==> config.mk <==
export PLATFORM = sky130hd
export DESIGN_NAME = sar_search_8bit
export DESIGN_NICKNAME = d
export VERILOG_FILES = /design/src/rtl/sar_search_8bit.sv
export SDC_FILE = /design/constraint.sdc
export NUM_CORES = 1
export LEC_CHECK = 0
export ABC_AREA = 1
export CAP_MARGIN = 30
export CORE_MARGIN = 8
export CORE_UTILIZATION = 47
export CTS_CLUSTER_SIZE = 30
export DETAILED_ROUTE_END_ITERATION = 10
export GPL_TIMING_DRIVEN = 0
export HOLD_SLACK_MARGIN = 0.12
export PLACE_DENSITY = 0.74
export SLEW_MARGIN = 10
export SYNTH_ARGS = -nofsm -noshare
export SYNTH_HDL_FRONTEND = slang
export SYNTH_SLANG_ARGS = --single-unit
==> constraint.sdc <==
create_clock -name clk -period 3.75 [get_ports clk]
set_input_delay 0.375 -clock clk [delete_from_list [all_inputs] [get_ports clk]]
set_output_delay 0.375 -clock clk [all_outputs]
set_load 0.05 [all_outputs]
==> src/rtl/sar_search_8bit.sv <==
// Successive-approximation search over an 8-bit value using an external
// greater/equal/lesser comparator that sees the registered trial value.
module sar_search_8bit (
  input  logic       clk,
  input  logic       rst,
  input  logic       start,
  input  logic       A_greater_B,
  input  logic       A_equal_B,
  input  logic       A_lesser_B,
  output logic [7:0] trial,
  output logic       busy,
  output logic       done,
  output logic [7:0] result,
  output logic [3:0] cycles,
  output logic       err
);

  typedef enum logic {
    IDLE   = 1'b0,
    SEARCH = 1'b1
  } state_e;

  state_e     state_q, state_d;
  logic [7:0] trial_q, trial_d;
  logic [2:0] idx_q, idx_d;
  logic [3:0] cnt_q, cnt_d;
  logic [7:0] result_q, result_d;
  logic [3:0] cycles_q, cycles_d;
  logic       done_q, done_d;
  logic       err_q, err_d;

  logic [2:0] cmp;
  logic       cmp_onehot;
  logic [7:0] bit_cur;
  logic [7:0] bit_nxt;

  assign cmp        = {A_greater_B, A_equal_B, A_lesser_B};
  assign cmp_onehot = (cmp == 3'b100) || (cmp == 3'b010) || (cmp == 3'b001);
  assign bit_cur    = 8'h01 << idx_q;
  assign bit_nxt    = bit_cur >> 1;

  always_comb begin
    // NOTE: every next-state signal gets its hold value first, so no path
    // through the case below can leave one unassigned and infer a latch.
    state_d  = state_q;
    trial_d  = trial_q;
    idx_d    = idx_q;
    cnt_d    = cnt_q;
    result_d = result_q;
    cycles_d = cycles_q;
    done_d   = 1'b0;
    err_d    = err_q;

    unique case (state_q)
      IDLE: begin
        trial_d = 8'h00;
        if (start) begin
          state_d = SEARCH;
          trial_d = 8'h80;
          idx_d   = 3'd7;
          cnt_d   = 4'd1;
          err_d   = 1'b0;
        end
      end

      SEARCH: begin
        if (!cmp_onehot) begin
          err_d   = 1'b1;
          state_d = IDLE;
          trial_d = 8'h00;
        end else if (A_equal_B) begin
          result_d = trial_q;
          cycles_d = cnt_q;
          done_d   = 1'b1;
          state_d  = IDLE;
          trial_d  = 8'h00;
        end else if (idx_q == 3'd0) begin
          // Last bit decided: lesser means the target sits just below trial;
          // greater means the comparator contradicted an earlier answer.
          if (A_lesser_B) begin
            result_d = trial_q & ~8'h01;
            cycles_d = 4'd8;
            done_d   = 1'b1;
          end else begin
            err_d = 1'b1;
          end
          state_d = IDLE;
          trial_d = 8'h00;
        end else begin
          if (A_lesser_B) begin
            trial_d = (trial_q & ~bit_cur) | bit_nxt;
          end else begin
            trial_d = trial_q | bit_nxt;
          end
          idx_d = idx_q - 3'd1;
          cnt_d = cnt_q + 4'd1;
        end
      end

      default: begin
        state_d = IDLE;
        trial_d = 8'h00;
      end
    endcase
  end

  // NOTE: state registers use non-blocking assignments so every flop samples
  // the pre-edge values regardless of statement order.
  always_ff @(posedge clk) begin
    if (rst) begin
      state_q  <= IDLE;
      trial_q  <= 8'h00;
      idx_q    <= 3'd0;
      cnt_q    <= 4'd0;
      result_q <= 8'h00;
      cycles_q <= 4'd0;
      done_q   <= 1'b0;
      err_q    <= 1'b0;
    end else begin
      state_q  <= state_d;
      trial_q  <= trial_d;
      idx_q    <= idx_d;
      cnt_q    <= cnt_d;
      result_q <= result_d;
      cycles_q <= cycles_d;
      done_q   <= done_d;
      err_q    <= err_d;
    end
  end

  assign trial  = trial_q;
  assign busy   = (state_q == SEARCH);
  assign done   = done_q;
  assign result = result_q;
  assign cycles = cycles_q;
  assign err    = err_q;

endmodule

==> impl_metrics.json <==
{
  "std_cell_rows": 19,
  "tns_ns": 0,
  "worstSetupEndpointType": "primary output",
  "dpl_worst_slack_ns": 1.94,
  "worst_slew_pin_slew_ns": 0.515,
  "cts_resized": 0,
  "clock_path_buffers": 2,
  "grt_util_all_layers_pct": 13.2,
  "cp-start-kind": "register",
  "final_layout_size_suffix_gt1_share_pct": 11.0,
  "die_w_um": 70.2,
  "synth_nets": 197,
  "rr_worst_depth": 9,
  "vdd_drop_max_mv": 0.334,
  "cts.sinks": 30,
  "ys_seq_area_share_pct": 43.5,
  "start_util_pct": 49.6,
  "syn-cell-area_um2": 1380,
  "critical_path.max_stage_delay_ns": 0.88,
  "rsz0062_at_grt": "false",
  "yosys_warnings": 0,
  "multi_input_area_um2": 668,
  "max-cap-violations": 0,
  "die_area_um2": 4930,
  "seqCellArea_um2": 601,
  "synthTopCellsByArea": "dfxtp_1 (44%), nor2_1 (10%), nand2_1 (9.2%)",
  "finalClockSkew_ns": 0.00466,
  "viasPerCell": 4.95,
  "period_share_pct": 56.0,
  "synth_cell_type_count": 27,
  "cts.clk_slew.worst_paths_ns": 0.08,
  "grt_pass1_vias": 1184,
  "cpMaxStageDelayCell": "clkdlybuf4s50_1",
  "ant_nets": 0,
  "io_pins": 29,
  "p_leak_nw": 0.729,
  "grt_pass1_wl_mm": 5.33,
  "grt_max_degree": 11,
  "antenna_found_initial": 0,
  "gr-total-overflow": 0,
  "firstDrtPassIters": 4,
  "min_from": "A_equal_B",
  "critPathArrivalTime_ns": 1.72,
  "dpl.hpwl_mm": 2.44,
  "syn_avg_cell_area_um2": 7.46,
  "outcome": "completed",
  "io_buffers": 26,
  "reg2reg_to": "trial[1]",
  "max_freq_mhz": 476,
  "via_count": 1232,
  "clock_latency_ns": 0.32,
  "core_um2": 2780,
  "finalSetupViolCount": 0,
  "hold_depth": 3,
  "fin_ws_ns": 1.65,
  "drv_slew": 0,
  "synthCells": 185,
  "critPathTopFamily": "buffers and inverters",
  "synth-seq-cells": 30,
  "fin_nets": 230,
  "synth_top_area_share_pct": 43.5,
  "worst_hold_slack_ns": 0.368,
  "r2r_start": "idx_q[0]",
  "relSlewSlack_pct": 65.6,
  "cts-root-buf": "clkbuf_4",
  "cts_hold_buf": 0,
  "htree_levels": 2,
  "fillCellCount": 251,
  "numCtsBuffers": 5,
  "tritoncts": "yes",
  "r2r_slack_ns": 2.03,
  "yosysTopAreaCell": "dfxtp_1",
  "gp_congestion": 0.849,
  "path_cells": "clkdlybuf4s50_1",
  "crit_buf_inv": 1,
  "setup.worst_path.class": "register to primary output",
  "hold_path_class": "input port to register",
  "syn2layout_area_growth_pct": 24.9,
  "drt-total-wl_mm": 3.01,
  "p_per_area_nw_per_um2": 376,
  "period_minus_slack_ns": 2.10,
  "fp.dieH_um": 70.2,
  "drt_iter0_drc": 72,
  "drc": 0,
  "wl_per_cell_um": 12.1,
  "hold_end": "cycles[1]",
  "antennaDiodeCount": 0,
  "critical_path.max_fanout": 8,
  "critPathRequiredTime_ns": 3.38,
  "hold_viol": 0,
  "cts_setup_buffers": 0
}
-- layout make-up --
type	instances	area share [%]
Multi-Input combinational cell	128	38.8
Sequential cell	30	34.8
Timing Repair Buffer	26	15.1
Inverter	21	4.57
Clock buffer	7	2.61
Tap cell	31	2.25
Buffer	6	1.89
-- layout by cell type, fill, tap and decap left out, types with 2 or more instances in the layout --
cell              n
buf_2             2
nand2_1          34
nand2_2           2
o21ai_0          13
o21ai_2           2
clkbuf_4          5
inv_1            17
o21ai_1           3
ha_1              6
nand3_1          10
a21oi_1           9
dfxtp_1          30
clkdlybuf4s50_1  26
nor2_1           38
inv_2             4
buf_4             2
clkbuf_1          3
-- worst max path at each step --
stage                     start        end  slack [ns]  cells after the start
after CTS                  busy       busy        1.63                      1
after global placement      rst   trial[6]        1.97                      5
after detailed placement    rst   trial[1]        1.94                      5
final                      busy       busy        1.65                      1
after floorplan            busy  cycles[1]        2.21                      4
after global routing       busy       busy        1.58                      1
-- sequential cells by signal, summed over array words and instances, names as in the netlist --
signal / cells
cnt_q: 4
done: 1
busy: 1
cycles: 4
err: 1
trial: 8
result: 8
idx_q: 3
-- power breakdown --
group	switching [mW]	total (mW)	internal, mW
registers	0.0131	0.345	0.332
logic	0.0886	0.133	0.0448
clock network	0.0994	0.170	0.0705
-- stage by stage --
| stage | util (%) | total power [mW] | cells | instance area [µm²] |
|---|---|---|---|---|
| 3_5_place_dp | 60.4 | 0.487 | 242 | 1680 |
| 2_1_floorplan | - | 0.451 | 185 | 1380 |
| 5_1_grt | 62.0 | 0.693 | 249 | 1720 |
| 3_3_place_gp | 60.4 | 0.482 | 242 | 1680 |
| 4_1_cts | 62.0 | 0.656 | 249 | 1720 |
| 6_report | 62.0 | 0.649 | 249 | 1720 |
-- cells in the mapped netlist --
cell type and number:
nand3_1 10, ha_1 6, o21ai_1 3, nand4_1 1
nand3_4 1, nand3b_4 1, nand2_1 34, buf_4 2
nand2_2 2, inv_1 17, a21oi_1 9, xor2_1 1
nor2_1 38, buf_2 2, a22oi_1 1, nor2_2 1
o21ai_2 2, nand2_4 1, nor3_1 1, o21ai_0 13
a21oi_2 1, inv_2 4, dfxtp_1 30, nor3_4 1
clkbuf_1 1, buf_1 1, nand3_2 1
-- per-layer routing --
layer / global-route usage (%) / share of wire (%) / up-vias
met5: 0 / 0 / -
met4: 4.46 / 1.4 / 0
met3: 6.36 / 6.9 / 7
met2: 22.1 / 50 / 28
met1: 14.0 / 42 / 548
li1: - / - / 649
-- cells by family (layout without fill, tap and decap cells) --
group                    count (synthesis)  after routing  share of synthesized area [%]
flip-flops                              30             30                           43.5
adder cells (fa/ha/maj)                  6              6                           5.44
buffers and inverters                   27             60                           8.07
XOR/XNOR                                 1              1                          0.635
AO/OA/AOI/OAI                           29             29                           11.5
AND/OR/NAND/NOR                         92             92                           30.8
(Power assumes the default switching activity.)
==> RTL edit 1: new RTL, same settings <==
The output `done` loses its register stage (`done_q` becomes a continuous assignment).
--- a/src/rtl/sar_search_8bit.sv
+++ b/src/rtl/sar_search_8bit.sv
@@ -115,5 +115,4 @@
       result_q <= 8'h00;
       cycles_q <= 4'd0;
-      done_q   <= 1'b0;
       err_q    <= 1'b0;
     end else begin
@@ -124,8 +123,9 @@
       result_q <= result_d;
       cycles_q <= cycles_d;
-      done_q   <= done_d;
       err_q    <= err_d;
     end
   end
+
+  assign done_q = done_d;
 
   assign trial  = trial_q;
Check against the original RTL: not equivalent (a bounded check fails within 4 cycles, from zero or initial values and one cycle with rst high).
==> RTL edit 1 against the original RTL <==
Synthesized cell count grew 7.0%. Total power grew 1.0%. Routed wire length grew 1.9%. Die area grew 7.2%. Count of clock-buffer cells in the layout is the same. Area after synthesis grew 9.3%. Design area grew 9.9%. Register-to-register slack gained 0.08 ns. Sequential cell count shrank 1. Combinational power shrank 14%. Setup slack lost 0.79 ns. Clock skew shrank 0.00074 ns. Sequential power shrank 6.1%. Sequential share of layout area shrank 4.2 points. Highest routed layer unchanged.
==> RTL edit 1: results (changes against the original RTL) <==
* CP Max Fanout at 10 (was 8)
* Syn_nets at 210 (was 197)
* Final #Nets at 243 (was 230)
* Largest delay share family, worst path: buffers and inverters (unchanged)
* FMAX at 0.346 GHz (was 0.476 GHz)
* Initial antenna violation count at 0 (unchanged)
* Synth area leaders: dfxtp_1 (38%), nand2_1 (12%), nor2_1 (5.7%), ha_1 (5.0%), nand2_2 (5.0%) (was dfxtp_1 (44%), nor2_1 (10%), nand2_1 (9.2%), ha_1 (5.4%), o21ai_0 (4.7%))
* H-tree levels at 2 (unchanged)
* Outcome: complete, no violations (unchanged)
* Worst vdd ir at 0.231 mV (was 0.334 mV)
* Vias per std cell at 4.67 (was 4.95)
* Crit path launch type: register (unchanged)
* CTS resizes at 0 (unchanged)
* Number of fill cells in the layout at 300 (was 251)
* CP max stage delay at 0.80 ns (was 0.88 ns)
* Vias in the first global route at 1,192 (was 1,184)
* GRT Total Usage at 0.127 (was 0.132)
* Max Clock Skew at 0.00392 ns (was 0.00466 ns)
* Leakage power at 0.756 nW (was 0.729 nW)
* CP endpoint: done (was busy)
* CTS buffer count at 5 (unchanged)
* # port buffers at 26 (unchanged)
* Rows at 20 (was 19)
* Post-synthesis sequential area ratio at 0.385 (was 0.435)
* FF-to-FF Start: idx_q[0]$_SDFFE_PP0P_ (unchanged)
* CP Data Arrival Time at 2.52 ns (was 1.72 ns)
* Post-DP HPWL at 2.39 mm (was 2.44 mm)
* Yosys cell types at 26 (was 27)
* Synthesis Warnings at 0 (unchanged)
* Layout cells sized above 1 at 0.194 (was 0.110)
* Post-Route WL at 3.07 mm (was 3.01 mm)
* Ys async rst share at 0 (unchanged)
* 1st-pass router iterations at 4 (unchanged)
* First-pass GRT wire length at 5.26 mm (was 5.33 mm)
* Post-synth top area cell: dfxtp_1 (unchanged)
* Slew HR at 0.599 (was 0.656)
* Slowest CP cell: clkdlybuf4s50_1 (unchanged)
* Class of the tightest hold or removal check: in -> reg (unchanged)
* Setup bufs post-CTS at 0 (unchanged)
* List of most frequent post-synthesis cells: nand2_1 (48), dfxtp_1 (29), nor2_1 (23) (was nor2_1 (38), nand2_1 (34), dfxtp_1 (30))
* R2R cell count at 12 (was 9)
* Largest net degree at the start of global routing at 11 (unchanged)
* Cell Area, Placed at 1820 µm² (was 1680 µm²)
* Initial DRC count at 52 (was 72)
* Pre-CTS setup slack at 0.965 ns (was 1.94 ns)
* Critical R2R Capture: cycles[2]$_SDFFE_PP0P_ (was trial[1]$_SDFF_PP0_)
* RD Place Congestion at 0.825 (was 0.849)
* R2R setup slack at 2.11 ns (was 2.03 ns)
## RTL edit 1: per-layer routing
layer  up-vias  track usage  routed length (µm)
met5         -            0                   0
met4         0       0.0400                  34
met3         4       0.0522                 162
met2        28        0.213                1430
met1       565        0.142                1440
li1        692            -                   -
## RTL edit 1: kinds of logic after synthesis
kind of cell / count (synthesis) / share of synthesized area
simple gates: 104 / 0.337
buf+inv: 30 / 0.105
flops: 29 / 0.385
compound gates: 28 / 0.118
fa+ha+maj: 6 / 0.0497
xor+xnor: 1 / 0.00581
## RTL edit 1: layout make-up
cell class | instances | area [µm²] | share of cell area
Clock inverter | 1 | 5.00 | 0.00264
Inverter | 22 | 87.6 | 0.0462
Buffer | 8 | 71.3 | 0.0376
Timing Repair Buffer | 26 | 260 | 0.137
Sequential cell | 29 | 581 | 0.306
Clock buffer | 7 | 65.1 | 0.0343
Multi-Input combinational cell | 139 | 769 | 0.406
Tap cell | 44 | 55.1 | 0.0291
## RTL edit 1: metrics by stage
| stage | power, mW | hold slack [ns] | utilization | std cells |
|---|---|---|---|---|
| after floorplan | 0.418 | 0.472 | - | 198 |
| after detailed placement | 0.446 | 0.451 | 0.598 | 268 |
| after CTS | 0.661 | 0.335 | 0.620 | 276 |
| final | 0.655 | 0.340 | 0.620 | 276 |
| after global routing | 0.690 | 0.337 | 0.620 | 276 |
| after global placement | 0.444 | 0.448 | 0.598 | 268 |
## RTL edit 1: where the power goes
group | internal, mW | switching (mW) | total, mW
sequential | 0.316 | 0.00727 | 0.324
combinational | 0.0394 | 0.0754 | 0.115
clock | 0.109 | 0.108 | 0.217
total | 0.464 | 0.191 | 0.655
## RTL edit 1: how the worst min path moves through the flow
stage                      startpoint                endpoint  slack [ns]  cells past startpoint
6_report                          rst  result[6]$_SDFFE_PP0P_        0.34                      2
5_1_grt                           rst  cycles[3]$_SDFFE_PP0P_        0.34                      2
4_1_cts                           rst  cycles[3]$_SDFFE_PP0P_        0.34                      2
3_5_place_dp   result[0]$_SDFFE_PP0P_  result[0]$_SDFFE_PP0P_        0.45                      2
3_3_place_gp   result[0]$_SDFFE_PP0P_  result[0]$_SDFFE_PP0P_        0.45                      2
2_1_floorplan   cnt_q[3]$_SDFFE_PP0P_   cnt_q[3]$_SDFFE_PP0P_        0.47                      2
==> RTL edit 2: new RTL, same settings <==
Made on the original files. Add an input register stage for `start`, `A_greater_B`, `A_equal_B` and `A_lesser_B`, cleared by the reset; this delays them by one clock.
--- a/src/rtl/sar_search_8bit.sv
+++ b/src/rtl/sar_search_8bit.sv
@@ -21,4 +21,23 @@
   } state_e;
 
+  logic start_q;
+  logic A_greater_B_q;
+  logic A_equal_B_q;
+  logic A_lesser_B_q;
+
+  always_ff @(posedge clk) begin
+    if (rst) begin
+      start_q       <= '0;
+      A_greater_B_q <= '0;
+      A_equal_B_q   <= '0;
+      A_lesser_B_q  <= '0;
+    end else begin
+      start_q       <= start;
+      A_greater_B_q <= A_greater_B;
+      A_equal_B_q   <= A_equal_B;
+      A_lesser_B_q  <= A_lesser_B;
+    end
+  end
+
   state_e     state_q, state_d;
   logic [7:0] trial_q, trial_d;
@@ -35,5 +54,5 @@
   logic [7:0] bit_nxt;
 
-  assign cmp        = {A_greater_B, A_equal_B, A_lesser_B};
+  assign cmp        = {A_greater_B_q, A_equal_B_q, A_lesser_B_q};
   assign cmp_onehot = (cmp == 3'b100) || (cmp == 3'b010) || (cmp == 3'b001);
   assign bit_cur    = 8'h01 << idx_q;
@@ -55,5 +74,5 @@
       IDLE: begin
         trial_d = 8'h00;
-        if (start) begin
+        if (start_q) begin
           state_d = SEARCH;
           trial_d = 8'h80;
@@ -69,5 +88,5 @@
           state_d = IDLE;
           trial_d = 8'h00;
-        end else if (A_equal_B) begin
+        end else if (A_equal_B_q) begin
           result_d = trial_q;
           cycles_d = cnt_q;
@@ -78,5 +97,5 @@
           // Last bit decided: lesser means the target sits just below trial;
           // greater means the comparator contradicted an earlier answer.
-          if (A_lesser_B) begin
+          if (A_lesser_B_q) begin
             result_d = trial_q & ~8'h01;
             cycles_d = 4'd8;
@@ -88,5 +107,5 @@
           trial_d = 8'h00;
         end else begin
-          if (A_lesser_B) begin
+          if (A_lesser_B_q) begin
             trial_d = (trial_q & ~bit_cur) | bit_nxt;
           end else begin
Check against the original RTL: not equivalent (a bounded check fails within 4 cycles, from zero or initial values and one cycle with rst high).
==> RTL edit 2 against the original RTL <==
Sequential cell count rose by 4. Clock skew grew 0.0072 ns. Utilization is 3.3 points lower. Routed wire length grew 11%. Total power is 11% higher. Non-clock buffer count grew 5. Setup slack improved by 0.14 ns. Area after synthesis grew 24%. Cell count rose by 14%. Design area is 22% higher. Largest cell class unchanged.
==> RTL edit 2: results (changes against the original RTL) <==
* CTS clk-pin slew, worst paths at 0.11 ns (was 0.08 ns)
* Synth area leaders: dfxtp_1 (40%), nand2_1 (7.0%), a21oi_1 (6.7%), ha_1 (4.4%), nand4_1 (4.0%) (was dfxtp_1 (44%), nor2_1 (10%), nand2_1 (9.2%), ha_1 (5.4%), o21ai_0 (4.7%))
* Final #Nets at 248 (was 230)
* Final non-clock buffer share at 0.174 (was 0.170)
* Clock sinks at 34 (was 30)
* FMAX at 0.511 GHz (was 0.476 GHz)
* Post-synthesis compound-gate area fraction at 0.0960 (was 0.115)
* Reg area at 681 µm² (was 601 µm²)
* Largest net degree at the start of global routing at 12 (was 11)
* Outcome: complete, no violations (unchanged)
* Syn_nets at 214 (was 197)
* Flop pwr share at 0.525 (was 0.532)
* # port buffers at 27 (was 26)
* Max Clock Skew at 0.0118 ns (was 0.00466 ns)
* Chip width at 76.3 µm (was 70.2 µm)
* Switch share at 0.296 (was 0.310)
* List of most frequent post-synthesis cells: dfxtp_1 (34), nand2_1 (32), a21oi_1 (23) (was nor2_1 (38), nand2_1 (34), dfxtp_1 (30))
* Worst vdd ir at 0.171 mV (was 0.334 mV)
* Post-DP HPWL at 2.54 mm (was 2.44 mm)
* Initial DRC count at 152 (was 72)
* Final Cell Area at 2100 µm² (was 1720 µm²)
* Clkbuf count at 6 (was 7)
* Vias in the first global route at 1,362 (was 1,184)
* Vias per std cell at 4.86 (was 4.95)
* Cell Area, Placed at 2040 µm² (was 1680 µm²)
## RTL edit 2: routing by layer
metal | share of wire | global-route usage | up-vias | wire length [µm]
met4 | 0.012 | 0.0519 | 0 | 40
met2 | 0.47 | 0.200 | 30 | 1570
li1 | - | - | 729 | -
met5 | 0 | 0 | - | 0
met1 | 0.45 | 0.138 | 619 | 1500
met3 | 0.065 | 0.0472 | 6 | 216
## RTL edit 2: how the worst min path moves through the flow
stage	end	slack, ns	cells past startpoint	start
after detailed placement	err$_SDFFE_PP0P_	0.44	2	err$_SDFFE_PP0P_
final	cnt_q[1]$_SDFFE_PP0P_	0.31	2	rst
after CTS	result[1]$_SDFFE_PP0P_	0.30	2	rst
after floorplan	cnt_q[3]$_SDFFE_PP0P_	0.45	2	cnt_q[3]$_SDFFE_PP0P_
after global placement	err$_SDFFE_PP0P_	0.44	2	err$_SDFFE_PP0P_
after global routing	cnt_q[2]$_SDFFE_PP0P_	0.30	2	rst
